File: src/rtl/bignum_stream_collector.sv
// Captures one multi-word number from a word stream into a local buffer,
// flags zero/one values and exposes the buffer through a registered read port.
module bignum_stream_collector #(
    parameter int REGISTER_SIZE = 32,
    parameter int NUM_BLOCKS    = 128
) (
    input  logic                          clk_in,
    input  logic                          rst_in,
    input  logic                          request_in,
    output logic                          trigger_out,
    input  logic [REGISTER_SIZE-1:0]      data_in,
    input  logic                          data_valid_in,
    input  logic [$clog2(NUM_BLOCKS)-1:0] rd_addr_in,
    output logic [REGISTER_SIZE-1:0]      rd_data_out,
    output logic                          busy_out,
    output logic                          done_out,
    output logic                          is_zero_out,
    output logic                          is_one_out,
    output logic                          overrun_out
);

    localparam int AW = $clog2(NUM_BLOCKS);
    localparam int CW = AW + 1;

    typedef enum logic [1:0] {
        IDLE,
        REQUEST,
        COLLECT,
        DONE
    } state_t;

    state_t                   state;
    logic [CW-1:0]            word_count;
    logic                     zero_acc;
    logic                     one_acc;
    logic [REGISTER_SIZE-1:0] mem [NUM_BLOCKS];
    logic                     wr_en;
    logic                     last_word;
    logic                     first_word;
    logic                     not_one_word;

    // Reset wins over a stream word arriving in the same cycle.
    assign wr_en        = (state == COLLECT) && data_valid_in && !rst_in;
    assign last_word    = (word_count == CW'(NUM_BLOCKS - 1));
    assign first_word   = (word_count == '0);
    assign not_one_word = first_word ? (data_in != REGISTER_SIZE'(1))
                                     : (data_in != '0);

    // Flags are only meaningful once a capture has completed.
    assign is_zero_out = (state == DONE) && zero_acc;
    assign is_one_out  = (state == DONE) && one_acc;

    // Capture control: request handshake, word counting and value flags.
    always_ff @(posedge clk_in) begin
        if (rst_in) begin
            state       <= IDLE;
            word_count  <= '0;
            zero_acc    <= 1'b0;
            one_acc     <= 1'b0;
            trigger_out <= 1'b0;
            busy_out    <= 1'b0;
            done_out    <= 1'b0;
            overrun_out <= 1'b0;
        end else begin
            trigger_out <= 1'b0;
            done_out    <= 1'b0;
            if (data_valid_in && (state != COLLECT)) begin
                overrun_out <= 1'b1;
            end
            unique case (state)
                IDLE, DONE: begin
                    if (request_in) begin
                        state       <= REQUEST;
                        trigger_out <= 1'b1;
                        busy_out    <= 1'b1;
                        word_count  <= '0;
                        zero_acc    <= 1'b1;
                        one_acc     <= 1'b1;
                    end
                end
                REQUEST: begin
                    state <= COLLECT;
                end
                COLLECT: begin
                    if (data_valid_in) begin
                        word_count <= word_count + CW'(1);
                        if (data_in != '0) begin
                            zero_acc <= 1'b0;
                        end
                        if (not_one_word) begin
                            one_acc <= 1'b0;
                        end
                        if (last_word) begin
                            state    <= DONE;
                            done_out <= 1'b1;
                            busy_out <= 1'b0;
                        end
                    end
                end
                default: begin
                    state <= IDLE;
                end
            endcase
        end
    end

    // Word buffer: one write port fed by the stream, one registered read port.
    always_ff @(posedge clk_in) begin
        if (wr_en) begin
            mem[word_count[AW-1:0]] <= data_in;
        end
        rd_data_out <= mem[rd_addr_in];
    end

endmodule

File: config.mk
export PLATFORM = sky130hd
export DESIGN_NAME = bignum_stream_collector
export DESIGN_NICKNAME = d
export VERILOG_FILES = /design/src/rtl/bignum_stream_collector.sv
export SDC_FILE = /design/constraint.sdc
export NUM_CORES = 2
export LEC_CHECK = 0
export CORE_MARGIN = 3
export CORE_UTILIZATION = 40
export DETAILED_ROUTE_END_ITERATION = 8
export PLACE_DENSITY = 0.53
export SLEW_MARGIN = 20
export SYNTH_ARGS = -nofsm -noshare
export SYNTH_HDL_FRONTEND = slang
export SYNTH_SLANG_ARGS = --single-unit
File: constraint.sdc
create_clock -name clk_in -period 4.8 [get_ports clk_in]
set_clock_uncertainty 0.1 [all_clocks]
set_input_delay 0.48 -clock clk_in [delete_from_list [all_inputs] [get_ports clk_in]]
set_output_delay 0.48 -clock clk_in [all_outputs]
set_load 0.05 [all_outputs]
==> results_dict.tcl <==
set metrics [dict create \
    cp.required_ns 5.38 \
    finalSetupViolCount 0 \
    avgSynthCellArea_um2 25.8 \
    drive_gt1_frac 0.357 \
    path_clk_slew_ns 0.06 \
    nNetsFinal 6704 \
    synth_area_um2 157000 \
    async_flop_share 0 \
    top_layer "met5" \
    status "completed" \
    powerDensity_nw_per_um2 424 \
    critPathMaxFanout 14 \
    cts.sinks 4144 \
    start_kind "flop" \
    hpwl_um 248000 \
    synth.net_count 6144 \
    ios 81 \
    wl_met3_um 37900 \
    p_comb_frac 0.056 \
    cts_tree "built" \
    p_sw_frac 0.218 \
    synth-main-ff-cell "edfxtp_1" \
    die_y_um 633 \
    die_width_um 633 \
    vias 71900 \
    coreArea_um2 390000 \
    clock_latency_ns 0.99 \
    synth_sequential_area_ratio 0.789 \
    slew_viol_final 0 \
    syn2layout_area_growth_pct 16.1 \
    die_area_um2 400000 \
    grt_usage 0.219 \
    detail-route-antenna-nets 0 \
    cts-root-buf "clkbuf_16" \
    critPathCaptureType "flop" \
    ir_drop_v 0.000318 \
    antenna_found_initial 73 \
    fmax_mhz 255 \
    grt_max_degree 114 \
    period_minus_slack_ns 3.93 \
    cts_resized 0 \
    yosysUniqueCellTypes 31 \
    leakagePower_nw 55.7 \
    gp_congestion 0.829 \
    io_buffers 80 \
    place_inst 11400 \
    drv_cap 0 \
    tightest_slew_ns 1.16 \
    min_path_cells 1 \
    power.internal_w 0.0606 \
    first_global_vias 73500 \
    report.final.hold_viol_count 0 \
    worst_r2r_path_depth 5 \
    cts_max_path_buffers 4 \
    final_util 0.468 \
    cts_made_buffers 436 \
    drt_first_pass_iters 5 \
    synth_warnings 0 \
    start_util 0.403 \
    timing.final.crit_share 0.819 \
    wl_per_cell_um 35.8 \
    drc 0 \
    pwr-share-seq 0.517 \
    fp-row-count 229 \
    drtIter0Drc 9696 \
    tns_ns 0 \
    grt_pass1_wl_um 604000 \
    path_class "flop to flop" \
    wl_um 438000 \
    viasPerCell 5.87 \
    htreeDepth 5 \
    p_switching_w 0.0169 \
    overflow 0 \
    cp_data_arrival_time_ns 4.51 \
    synth_cells 6096 \
    hold_path.class "input pin to flop" \
    drt-met1-wl_um 185000 \
    ys_seq_elements 4144 \
    routed-wl-met2_um 203000 \
    final_cells 12200 \
    rsz0062_at_grt "false" \
    slew_headroom 0.226 \
    power_frac_clock 0.428 \
    synth_enable_flop_cells 4096 \
]
layout by cell type, fill, tap and decap left out, drive strengths merged, types with 5 or more instances in the layout:
cell,count
buf,385
nor2,142
nand2,17
clkinv,204
clkbuf,539
mux4,1344
clkdlybuf4s50,41
inv,19
bufinv,41
or3,5
dfxtp,48
nor4,13
nand4,7
diode,27
nand3,14
dlygate4sd3,22
a21oi,6
mux2,32
edfxtp,4096
nor2b,7
ha,5
clkinvlp,11
per-stage QoR:
stage,hold slack (ns),power [W],setup WS (ns),instance area [um2]
after CTS,0.00147,0.0781,0.878,182000
after floorplan,0.349,0.0428,1.15,157000
after global routing,0.0470,0.0797,0.781,182000
after global placement,0.390,0.0450,0.660,168000
after detailed placement,0.378,0.0451,0.663,168000
final,0.0523,0.0774,0.871,182000
flip-flops by register name, indices dropped and copies added, names as in the netlist:
register and cells:
mem 4096, overrun_out 1, state 2, done_out 1, zero_acc 1, busy_out 1
one_acc 1, word_count 8, trigger_out 1, rd_data_out 32
routing by layer:
layer / track usage / vias up
li1: - / 28000
met1: 0.322 / 40400
met2: 0.335 / 2991
met3: 0.0438 / 524
met4: 0.0566 / 18
met5: 0 / -
worst paths after layout:
check,startpoint,endpoint,slack (ns)
setup / recovery,word_count[0],mem[123][28],0.87
hold / removal,data_in[18],mem[66][18],0.05
setup reg to reg,word_count[0],mem[123][28],0.87
hold reg to reg,one_acc,one_acc,0.39
cell families (layout without fill, tap and decap cells):
logic type	after synthesis	count (layout)	share of synthesized area
mux	1377	1377	0.195
fa+ha+maj	5	5	0.000398
xor+xnor	7	7	0.000390
buf+inv	333	1262	0.00861
other cells	0	27	0
simple gates	218	218	0.00602
compound gates	12	12	0.000430
flops	4144	4144	0.789
Yosys cell counts (all sizes together), types with 7 or more instances:
library cell,count,area (um2)
mux4,1344,30300
nand4,7,43.8
buf,128,583
nor4,13,81.3
inv,7,26.3
mux2,32,360
edfxtp,4096,123000
nor2,142,533
nand3,14,70.1
nand2,17,63.8
clkbuf,198,743
nor2b,7,43.8
dfxtp,48,961
timing repair:
item,4_1_cts,5_1_grt
buffers inserted,0,0
hold buffers,21,1
hold endpoints to repair,519,16
power by group through the flow:
stage / combinational, W / sequential, W / clock (W)
after detailed placement: 0.00434 / 0.0408 / 0
after global placement: 0.00429 / 0.0408 / 0
final: 0.00433 / 0.0400 / 0.0331
after CTS: 0.00436 / 0.0400 / 0.0338
after floorplan: 0.00196 / 0.0408 / 0
after global routing: 0.00452 / 0.0400 / 0.0352
critical path, cell delays in order, from the launching register on:
cell     delay (ns)
dfxtp_1        0.68
inv_1          0.23
or3_1          0.56
or3_2          0.94
nor2_4         0.72
buf_4          0.35
cell type report:
cell class	count	area [um2]
Fill cell	31500	208000
Antenna cell	27	67.6
Clock buffer	539	11400
Inverter	7	26.3
Tap cell	5197	6500
Sequential cell	4144	124000
Clock inverter	268	2610
Multi-Input combinational cell	1619	32800
Timing Repair Buffer	448	5060
(Power assumes the default switching activity.)
